[src/rtl/alu_pkg.sv]
// Shared defaults and state encoding for the slice-serial subtractor.
package alu_pkg;

  localparam int WIDTH_DEF = 32;
  localparam int SLICE_DEF = 4;
  localparam int NSLICE    = WIDTH_DEF / SLICE_DEF;

  typedef enum logic [1:0] {
    IDLE = 2'd0,
    BUSY = 2'd1,
    DONE = 2'd2
  } state_e;

endpackage

[src/rtl/sub_slice.sv]
// SLICE-bit ripple-carry adder used once per cycle by the serial subtractor.
module sub_slice #(
  parameter int SLICE = 4
) (
  input  logic [SLICE-1:0] i_a,
  input  logic [SLICE-1:0] i_b,
  input  logic             i_c,
  output logic [SLICE-1:0] o_s,
  output logic             o_c
);

  logic [SLICE:0] w_c;

  always_comb begin
    w_c    = '0;
    o_s    = '0;
    w_c[0] = i_c;
    for (int i = 0; i < SLICE; i++) begin
      o_s[i]   = i_a[i] ^ i_b[i] ^ w_c[i];
      w_c[i+1] = (i_a[i] & i_b[i]) | (w_c[i] & (i_a[i] ^ i_b[i]));
    end
    o_c = w_c[SLICE];
  end

endmodule

[src/rtl/serial_subtractor.sv]
// Computes a - b - bin one SLICE per cycle; results are published only on DONE entry
// so diff/bout/overflow hold steady across the following operation until it completes.
module serial_subtractor
  import alu_pkg::*;
#(
  parameter int WIDTH = WIDTH_DEF,
  parameter int SLICE = SLICE_DEF
) (
  input  logic             clk,
  input  logic             rst,
  input  logic             in_valid,
  output logic             in_ready,
  input  logic [WIDTH-1:0] a,
  input  logic [WIDTH-1:0] b,
  input  logic             bin,
  output logic             out_valid,
  input  logic             out_ready,
  output logic [WIDTH-1:0] diff,
  output logic             bout,
  output logic             overflow
);

  localparam int NS = WIDTH / SLICE;
  localparam int CW = (NS > 1) ? $clog2(NS) : 1;

  state_e           r_state;
  state_e           w_state_nxt;
  logic [WIDTH-1:0] r_a;
  logic [WIDTH-1:0] r_b;
  logic [WIDTH-1:0] r_acc;
  logic [WIDTH-1:0] w_acc_nxt;
  logic [WIDTH-1:0] r_diff;
  logic             r_bout;
  logic             r_ovf;
  logic             r_carry;
  logic [CW-1:0]    r_cnt;
  logic [SLICE-1:0] w_a_sl;
  logic [SLICE-1:0] w_b_sl;
  logic [SLICE-1:0] w_sum;
  logic             w_cout;
  logic             w_last;

  assign w_a_sl = r_a[r_cnt*SLICE +: SLICE];
  assign w_b_sl = r_b[r_cnt*SLICE +: SLICE];
  assign w_last = (r_cnt == CW'(NS - 1));

  // Subtraction as a + ~b + ~bin, carried slice to slice.
  sub_slice #(
    .SLICE (SLICE)
  ) u_slice (
    .i_a (w_a_sl),
    .i_b (~w_b_sl),
    .i_c (r_carry),
    .o_s (w_sum),
    .o_c (w_cout)
  );

  always_comb begin
    w_acc_nxt                        = r_acc;
    w_acc_nxt[r_cnt*SLICE +: SLICE]  = w_sum;
  end

  always_comb begin
    w_state_nxt = r_state;
    case (r_state)
      IDLE:    if (in_valid)  w_state_nxt = BUSY;
      BUSY:    if (w_last)    w_state_nxt = DONE;
      DONE:    if (out_ready) w_state_nxt = IDLE;
      default: w_state_nxt = IDLE;
    endcase
  end

  always_ff @(posedge clk) begin
    if (rst) begin
      r_state <= IDLE;
      r_cnt   <= '0;
      r_carry <= 1'b0;
      r_diff  <= '0;
      r_bout  <= 1'b0;
      r_ovf   <= 1'b0;
    end else begin
      r_state <= w_state_nxt;
      case (r_state)
        IDLE: begin
          if (in_valid) begin
            r_cnt   <= '0;
            r_carry <= ~bin;
          end
        end
        BUSY: begin
          r_carry <= w_cout;
          // Counter stops at the last slice rather than wrapping.
          if (!w_last) begin
            r_cnt <= r_cnt + 1'b1;
          end else begin
            r_diff <= w_acc_nxt;
            r_bout <= ~w_cout;
            r_ovf  <= (r_a[WIDTH-1] ^ r_b[WIDTH-1]) & (w_acc_nxt[WIDTH-1] ^ r_a[WIDTH-1]);
          end
        end
        default: ;
      endcase
    end
  end

  // Operand and working registers carry data only and need no reset.
  always_ff @(posedge clk) begin
    if (r_state == IDLE && in_valid) begin
      r_a <= a;
      r_b <= b;
    end
    if (r_state == BUSY) begin
      r_acc <= w_acc_nxt;
    end
  end

  assign in_ready  = (r_state == IDLE);
  assign out_valid = (r_state == DONE);
  assign diff      = r_diff;
  assign bout      = r_bout;
  assign overflow  = r_ovf;

endmodule

[config.mk]
export PLATFORM = sky130hd
export DESIGN_NAME = serial_subtractor
export DESIGN_NICKNAME = d
export VERILOG_FILES = /design/src/rtl/alu_pkg.sv /design/src/rtl/sub_slice.sv /design/src/rtl/serial_subtractor.sv
export SDC_FILE = /design/constraint.sdc
export NUM_CORES = 1
export LEC_CHECK = 0
export ABC_AREA = 1
export CAP_MARGIN = 5
export CORE_MARGIN = 2
export CORE_UTILIZATION = 50
export CTS_CLUSTER_DIAMETER = 100
export DETAILED_ROUTE_END_ITERATION = 6
export GPL_TIMING_DRIVEN = 0
export PLACE_DENSITY_LB_ADDON = 0.15
export SYNTH_ARGS = -nofsm -noshare
export SYNTH_HDL_FRONTEND = slang
export SYNTH_HIERARCHICAL = 1
export SYNTH_SLANG_ARGS = --single-unit
[constraint.sdc]
create_clock -name clk -period 4.1 [get_ports clk]
set_clock_uncertainty 0.05 [all_clocks]
set_input_delay 0.41 -clock clk [delete_from_list [all_inputs] [get_ports clk]]
set_output_delay 0.41 -clock clk [all_outputs]
set_load 0.05 [all_outputs]
# [Yosys cells after proc, flatten, opt, wreduce, memory -nomap -nowiden]
# Cells that the tools add are included.
[classes] n_addsub=2 n_eq_ne=7 shifts=4 n_mux=10 bitwise_logic=26 reduce_logical=7
[op_table] op="32-bit by 6-bit variable part select with 4-bit output" n=2
[op_table] op="5-bit negator with 34-bit output" n=1
[op_table] op="4-bit by 34-bit variable shift with 32-bit output, first input constant" n=1
[op_table] op="4-bit by 34-bit variable part select with 32-bit output" n=1
[op_table] op="32-bit bitwise mux" n=1
[op_table] op="1-bit XOR" n=10
[op_table] op="1-bit bitwise AND" n=9
[op_table] op="2-bit two-way mux" n=3
[op_table] op="3-bit two-way mux" n=2
[op_table] op="2-bit != test, second input constant" n=3
[op_table] op="2-bit case mux with 3 select lines" n=1
[op_table] op="3-bit case mux with 2 select lines" n=1
[op_table] op="3-bit AND reduction" n=2
[op_table] op="4-bit inverter" n=1
[op_table] op="1-bit OR" n=4
[op_table] op="2-bit AND reduction" n=2
[op_table] op="3-bit by 1-bit adder with 3-bit output, second input constant" n=1
[op_table] op="3-bit equality test, second input constant" n=1
[op_table] op="2-bit by 1-bit equality test with 1-bit output, second input constant" n=1
[op_table] op="2-bit equality test, second input constant" n=1
[op_table] op="2-bit logical NOT" n=1
[op_table] op="2-bit by 1-bit != test with 1-bit output, second input constant" n=1
[op_table] op="1-bit inverter" n=2
[op_table] op="1-bit case mux with 2 select lines" n=1
[op_table] op="other kinds (3)" n=3
[word_totals] ff_bits=136 input_bits=69 elab_cells=65

# [Longest topological paths before layout]
# Gate-level depths: netlist of run 1.
[depth] depth_word=14 mapped_depth=24 depth_no_buf=21

# [Modules after synthesis]
# The synthesis of run 1 kept the hierarchy.
[by_module_without_submodules] mod="serial_subtractor" n_inst=1 cells_per_inst=530 area_per_inst_um2=5793.1 seq_area_each_um2=3683.5
[by_module_without_submodules] mod="sub_slice" n_inst=1 cells_per_inst=14 area_per_inst_um2=117.6 seq_area_each_um2=0.0

# [Least setup slack after synthesis of run 1]
# Ideal clock, no wire load.
[synth_path] path_kind="reg2reg" startpoint="register r_cnt[0]" endpoint="register r_diff[11] (netlist: diff[11])" setup_time_ns=0.056 arrival_time_ns=3.315 setup_slack_ns=0.678 stages_incl_launch_ff=23 path_buffers=3 period_less_slack_ns=3.422 path_cell_list="dfxtp_1 -> buf_4 -> inv_2 -> buf_6 -> buf_2 -> o21ai_0 -> o22ai_1 -> nand2_1 -> nand2_1 -> fa_1 -> inv_1 -> fa_1 -> inv_1 -> fa_1 -> inv_1 -> fa_1 -> inv_1 -> inv_1 -> nor3_1 -> nand2_1 -> o21ai_0 -> o21bai_1 -> inv_1"
[synth_via] word_cells_on_any_way=26 classes_between="add/sub: 1; eq/ne: 1; shift: 4; mux: 1; bitwise: 18; reduce/logical: 1"
[synth_lines] element="start: declaration" line="serial_subtractor.sv:36" text="logic [CW-1:0] r_cnt;"
[synth_lines] element="start signal: assignment" line="serial_subtractor.sv:94" text="r_cnt <= r_cnt + 1'b1;"
[synth_lines] element="32-bit by 6-bit variable part select with 4-bit output *" line="serial_subtractor.sv:43" text="assign w_a_sl = r_a[r_cnt*SLICE +: SLICE];"
[synth_lines] element="net w_a_sl[0]" line="serial_subtractor.sv:37" text="logic [SLICE-1:0] w_a_sl;"
[synth_lines] element="1-bit XOR" line="sub_slice.sv:20" text="w_c[i+1] = (i_a[i] & i_b[i]) | (w_c[i] & (i_a[i] ^ i_b[i]));"
[synth_lines] element="1-bit bitwise AND" line="sub_slice.sv:20"
[synth_lines] element="1-bit OR *" line="sub_slice.sv:20"
[synth_lines] element="1-bit bitwise AND *" line="sub_slice.sv:20"
[synth_lines] element="1-bit OR *" line="sub_slice.sv:20"
[synth_lines] element="1-bit bitwise AND *" line="sub_slice.sv:20"
[synth_lines] element="1-bit OR *" line="sub_slice.sv:20"
[synth_lines] element="1-bit XOR *" line="sub_slice.sv:19" text="o_s[i] = i_a[i] ^ i_b[i] ^ w_c[i];"
[synth_lines] element="net w_sum[3]" line="serial_subtractor.sv:39" text="logic [SLICE-1:0] w_sum;"
[synth_lines] element="4-bit by 34-bit variable part select with 32-bit output *" line="serial_subtractor.sv:60" text="w_acc_nxt[r_cnt*SLICE +: SLICE] = w_sum;"
[synth_lines] element="32-bit bitwise mux *" line="serial_subtractor.sv:60"
[synth_lines] element="net w_acc_nxt[11]" line="serial_subtractor.sv:31" text="logic [WIDTH-1:0] w_acc_nxt;"
[synth_lines] element="end signal: assignment" line="serial_subtractor.sv:96" text="r_diff <= w_acc_nxt;"
[synth_lines] element="end: declaration" line="serial_subtractor.sv:32" text="logic [WIDTH-1:0] r_diff;"
# Mark *: on every way through the listed nets, which the timed path passes. The rest lies on a longest branch.
# A chain may end at the register's enable or synchronous reset.

# [Worst setup path in the final report of run 1]
[layout_path] startpoint="register r_cnt[0]" endpoint="register r_diff[7] (netlist: diff[7])"
# Same word-level chain as after synthesis.

==> metrics, run 1 <==
run status finished clean; Sink Count 136; Critical Path Most Common Cell inv_1; clock-pin slew on the worst setup and hold paths about 50 ps; post-synthesis sequential area ratio 0.623; RSZ-0062 raised after global routing false; TNS Setup 0 ps; Synth cell types 36; Hold-fix buffers, CTS 0; vias in the first global route 4445; main flop type after synthesis edfxtp_1; antenna violations before repair 0; number of synthesized flops with an enable pin 96; CP endpoint kind flip-flop; critical path class flip-flop to flip-flop; IO Pins 105; Root Driver clkbuf_16; register area between 3000 and 4000 sq um; vias per inst around 5.3; antenna viol nets, final 0; Final Max Tran Viols 0; max_cap viols 0; DR pass1 iterations 5; synthesis-to-layout area growth 32.1%; syn nets 624; synthesized area 5910 sq um; GRT Total Usage 0.223; CTS Buf Count 17; DIE WIDTH 113 um; synth cell count leaders edfxtp_1, nand2_1, inv_1, o21ai_0, dfxtp_1; IO Port Bufs about 100; Post-Syn Instances 544; TritonCTS clock tree done; fillers between 800 and 900; Die ar. 12700 sq um; Yosys warning count 6; synthesized flop and latch total 136; Mapped Avg Cell Area 10.9 sq um; GRT overflow 0; peak supply drop about 0.27 mV; Initial Utilization 0.515; crit path max-delay cell type fa_1; Min Hold Slack between 400 and 500 ps; Worst Max-Slew Pin Slew 591 ps; Residual DRC 0; crit-path max cell delay 420 ps; M2 GR Usage 0.386; CP arrival ~4100 ps; Hold Path Class flip-flop to flip-flop; worst path cell trace buf_6 > inv_2 > buf_6 > buf_2 > o21ai_0 > o22ai_1 > nand2_1 > nand2_1 > fa_1 > inv_1 > fa_1 > inv_1 > fa_1 > inv_1 > fa_1 > inv_1 > inv_1 > nor2_2 > nand3_1 > o21ai_2 > o21bai_1 > inv_1; die height between 100 and 150 um; CP delay by family, top adder cells; # diodes 0; initial drt markers about 230; maximum fanout along the worst path 10; Data required, critical path 4410 ps; H-tree levels 4; busiest layer in global routing met2; startpoint class of the critical path flip-flop; Total Wirelength 13.9 mm; clock latency on the worst-skew pair roughly 420 ps; asr flop ratio synth 0; endpoints failing hold 0; worst path bufs/invs 10; Leakage approximately 3.2 nW; min Tclk post-route between 3000 and 4000 ps; post-synth top area cell edfxtp_1; first-pass GRT wire length approximately 22 mm; nets@finish about 750; core region area 11500 sq um; layout cells sized above 1 0.120; met1 GRT Util 0.265; most frequent cell after synthesis edfxtp_1; ranking of synthesized cells by area edfxtp_1, dfxtp_1, nand2_1, o21ai_0, inv_1; fmax 0.261 GHz; Period Utilization, post-route 0.933; pwr dens 454 nW/um^2; met3 Usage GRT 0.0611; postcts setup bufs 0; largest net degree at the start of global routing 50; drt wl/cell 16.8 um; Final setup violation count 0; worst rel slew slack 0.606; maximum clock path buffer count 2; Multi-input gate area 1840 sq um; Final GP Congestion 0.859; top-area cell type share of the netlist area 0.488; post-DP HPWL 9.47 mm; # rows 39; Via Count 4392
==> cells in the final DEF (no fill, tap or decap), drive strengths merged <==
cell / count
o21ai: 78
nand2: 91
o21bai: 30
o21a: 1
buf: 17
a21oi: 13
nor2: 34
o211ai: 2
nor3: 5
o22ai: 8
a22oi: 3
clkinv: 7
clkbuf: 33
bufinv: 4
nand4: 5
clkdlybuf4s50: 104
fa: 4
a32oi: 3
ha: 7
dfxtp: 40
edfxtp: 96
nand3: 29
o211a: 1
inv: 66
==> path summary, 6_finish.rpt <==
kind	slack (ps)	depth (start not counted)	to	startpoint
setup / recovery	270	22	diff[7]$_SDFFE_PP0P_	r_cnt[0]$_SDFFE_PP0P_
hold / removal	480	1	bout$_SDFFE_PP0P_	bout$_SDFFE_PP0P_
setup reg to reg	270	22	diff[7]$_SDFFE_PP0P_	r_cnt[0]$_SDFFE_PP0P_
hold reg to reg	480	1	bout$_SDFFE_PP0P_	bout$_SDFFE_PP0P_
==> where the power goes <==
part / switching (mW) / internal [mW] / total (mW)
clock network: 0.538 / 1.00 / 1.54
logic: 0.259 / 0.162 / 0.421
registers: 0.0228 / 1.56 / 1.58
total: 0.820 / 2.72 / 3.54
==> per-layer routing <==
metal	wire (um)	vias up
met5	0	-
met4	311	0
met3	881	27
met2	7110	164
met1	5550	2074
li1	-	2127
==> flip-flops by register name, indices dropped and copies added (netlist names) <==
name,count
bout,1
diff,32
overflow,1
r_a,32
r_acc,32
r_b,32
r_carry,1
r_cnt,3
r_state,2
==> metrics by stage <==
| stage | utilization | setup slack [ps] | total power, mW | area (sq um) | cells |
|---|---|---|---|---|---|
| floorplan | - | 678 | 1.84 | 5910 | 544 |
| global placement | 0.622 | 179 | 1.99 | 7130 | 791 |
| detailed placement | 0.624 | 141 | 2.01 | 7150 | 792 |
| CTS | 0.675 | 57.7 | 3.54 | 7740 | 823 |
| global route | 0.681 | 24.7 | 3.66 | 7810 | 824 |
| finish | 0.681 | 273 | 3.54 | 7810 | 824 |
==> repair_timing <==
item | 4_1_cts | 5_1_grt
setup endpoints to repair | 1 | 13
endpoints found under the hold margin | 0 | 0
pin swaps | 0 | 1
gates resized for setup | 1 | 14
==> worst reg2reg max path, delay by kind of cell (launching register included) <==
kind / cells / cell delay [ps]
adder cells (fa/ha/maj): 4 / 1340
buffers and inverters: 10 / 980
AO/OA/AOI/OAI: 4 / 580
AND/OR/NAND/NOR: 4 / 440
flip-flops: 1 / 360
==> cell families (layout without fill, tap and decap cells) <==
logic type	after synthesis	count (layout)	share of synthesized area
AO/OA/AOI/OAI	139	139	0.145
flip-flops	136	136	0.623
AND/OR/NAND/NOR	164	164	0.134
buffers and inverters	94	231	0.0699
adder cells (fa/ha/maj)	11	11	0.0284
==> final cells by class <==
| class | count | share of cell area |
|---|---|---|
| Clock buffer | 20 | 0.0559 |
| Clock inverter | 11 | 0.0199 |
| Sequential cell | 136 | 0.472 |
| Timing Repair Buffer | 106 | 0.139 |
| Multi-Input combinational cell | 314 | 0.235 |
| Tap cell | 143 | 0.0229 |
| Buffer | 28 | 0.0229 |
| Inverter | 66 | 0.0317 |
Note: power is estimated with default switching activity, not from simulation.
==> run 2, diff against run 1 <==
--- a/config.mk
+++ b/config.mk
@@ -6,7 +6,6 @@
 export NUM_CORES = 1
 export LEC_CHECK = 0
 export ABC_AREA = 1
-export CAP_MARGIN = 5
 export CORE_MARGIN = 2
 export CORE_UTILIZATION = 50
 export CTS_CLUSTER_DIAMETER = 100
==> metrics, run 2 (same netlist as run 1, synthesis figures left out) <==
Cells on Worst Hold Path 1 (unchanged); Data required, critical path 4410 ps (about the same); Initial Utilization 0.515 (unchanged); M2 GR Usage 0.386 (unchanged); run status finished clean (unchanged); vias in the first global route 4445 (unchanged); die height 113 um (unchanged); busiest layer in global routing met2 (unchanged); Final Cell Area 7780 sq um (was 7810 sq um); critical path class flip-flop to flip-flop (unchanged); CTS Buf Count 17 (unchanged); max_cap viols 0 (unchanged); fmax 0.262 GHz (was 0.261 GHz); CP endpoint kind flip-flop (unchanged); crit-path max cell delay 420 ps (about the same); TNS Setup 0 ps (unchanged); Reg2Reg Setup Slack 280 ps (was 270 ps); Total Wirelength 13.7 mm (was 13.9 mm); worst reg-to-reg path cell count 21 (was 22); clock latency on the worst-skew pair 420 ps (about the same); worst rel slew slack 0.104 (was 0.606); DR pass1 iterations 5 (unchanged); Worst Max-Slew Pin Slew 1340 ps (was 591 ps); hold path start bout$_SDFFE_PP0P_ (unchanged); RSZ-0062 raised after global routing false (unchanged); Worst Hold End bout$_SDFFE_PP0P_ (unchanged); peak supply drop 0.267 mV (about the same); met3 Usage GRT 0.0611 (unchanged); synthesis-to-layout area growth 31.6% (was 32.1%); layout cells sized above 1 0.119 (was 0.120); Via Count 4346 (was 4392); commonest non-fill, non-tap cell in the layout clkdlybuf4s50_1 (unchanged); vias per inst 5.28 (was 5.33); CP delay by family, top adder cells (unchanged); Final Max Tran Viols 0 (unchanged); H-tree levels 4 (unchanged); IO Port Bufs 104 (unchanged); Period Utilization, post-route 0.933 (about the same); FF-to-FF End diff[7]$_SDFFE_PP0P_ (unchanged); GRT overflow 0 (unchanged); worst path bufs/invs 10 (unchanged); nets@finish 748 (was 749); # rows 39 (unchanged); endpoints failing hold 0 (unchanged); Root Driver clkbuf_16 (unchanged); Leakage 3.15 nW (was 3.17 nW); Critical Path Stages 21 (was 22); startpoint class of the critical path flip-flop (unchanged); DIE WIDTH 113 um (unchanged); maximum clock path buffer count 2 (unchanged); Design Power 3.54 mW (about the same); Residual DRC 0 (unchanged); initial drt markers 268 (was 231); GRT Total Usage 0.223 (unchanged); CP arrival 4130 ps (about the same); clock-pin slew on the worst setup and hold paths 60 ps (was 50 ps); # diodes 0 (unchanged); worst path cell trace buf_6 > inv_2 > buf_6 > clkbuf_4 > nand2_1 > a21oi_1 > a32oi_1 > fa_1 > inv_1 > fa_1 > inv_1 > fa_1 > inv_1 > fa_1 > inv_1 > inv_1 > nor2_2 > nand3_1 > o21ai_2 > o21bai_1 > inv_1 (was buf_6 > inv_2 > buf_6 > buf_2 > o21ai_0 > o22ai_1 > nand2_1 > nand2_1 > fa_1 > inv_1 > fa_1 > inv_1 > fa_1 > inv_1 > fa_1 > inv_1 > inv_1 > nor2_2 > nand3_1 > o21ai_2 > o21bai_1 > inv_1); crit path max-delay cell type fa_1 (unchanged); TritonCTS clock tree done (unchanged); IO Pins 105 (unchanged); Sink Count 136 (unchanged); FF-to-FF Start r_cnt[0]$_SDFFE_PP0P_ (unchanged); maximum fanout along the worst path 10 (unchanged); antenna violations before repair 0 (unchanged); pwr dens 455 nW/um^2 (was 454 nW/um^2); met1 GRT Util 0.265 (unchanged); Final GP Congestion 0.859 (unchanged); Final setup violation count 0 (unchanged); Hold Path Class flip-flop to flip-flop (unchanged); largest net degree at the start of global routing 50 (unchanged); Hold-fix buffers, CTS 0 (unchanged); drt wl/cell 16.6 um (was 16.8 um); Critical Path Most Common Cell inv_1 (unchanged); Post-Place Cell Area 7150 sq um (unchanged); antenna viol nets, final 0 (unchanged); Die ar. 12700 sq um (unchanged); first-pass GRT wire length 21.7 mm (unchanged); min Tclk post-route 3820 ps (was 3830 ps); core region area 11500 sq um (unchanged); most frequent cells in the layout clkdlybuf4s50_1, edfxtp_1, nand2_1, inv_1, o21ai_0 (unchanged); post-DP HPWL 9.47 mm (unchanged); post-route core utilization 0.679 (was 0.681)
-- run 2: cell type report --
type | count | area, sq um
buffer | 28 | 179
inverter | 66 | 248
clock inverter | 11 | 155
fill | 861 | 3690
clock buffer | 20 | 437
timing repair buffer | 105 | 1060
tap | 143 | 179
sequential | 136 | 3690
multi-input combinational | 314 | 1840
-- run 2: worst max-delay path by stage --
stage / endpoint / from
floorplan: diff[11]$_SDFFE_PP0P_ / r_cnt[0]$_SDFFE_PP0P_
global placement: r_acc[11]$_DFFE_PP_ / r_cnt[0]$_SDFFE_PP0P_
detailed placement: diff[11]$_SDFFE_PP0P_ / r_cnt[0]$_SDFFE_PP0P_
CTS: diff[11]$_SDFFE_PP0P_ / r_cnt[0]$_SDFFE_PP0P_
global route: diff[7]$_SDFFE_PP0P_ / r_cnt[0]$_SDFFE_PP0P_
finish: diff[7]$_SDFFE_PP0P_ / r_cnt[0]$_SDFFE_PP0P_
-- run 2: metal layers --
metal	vias to the layer above	routed length (um)
li1	2123	-
met1	2043	5610
met2	158	7000
met3	22	774
met4	0	302
met5	-	0
-- run 2: where the power goes --
group          internal [mW]  switching (mW)
sequential              1.56          0.0228
combinational          0.158           0.256
clock                   1.00           0.541
total                   2.72           0.819
-- run 2: timing repair --
item,4_1_cts,5_1_grt
gates resized for setup,1,14
buffers inserted,0,0
setup endpoints to repair,1,13
pin swaps,0,1
-- run 2: stage by stage --
step	setup WS [ps]	cells	hold slack [ps]
3_3_place_gp	179	791	470
5_1_grt	28.2	823	478
3_5_place_dp	141	792	476
6_report	276	823	480
2_1_floorplan	678	544	429
4_1_cts	57.7	823	488
-- run 2: worst register-to-register path: stages (launching register included) --
cell	delay (ps)
dfxtp_2	340
buf_6	140
inv_2	80
buf_6	160
clkbuf_4	230
nand2_1	80
a21oi_1	190
a32oi_1	120
fa_1	420
inv_1	70
fa_1	160
inv_1	50
fa_1	350
inv_1	80
fa_1	410
inv_1	80
inv_1	100
nor2_2	140
nand3_1	150
o21ai_2	210
o21bai_1	90
inv_1	60
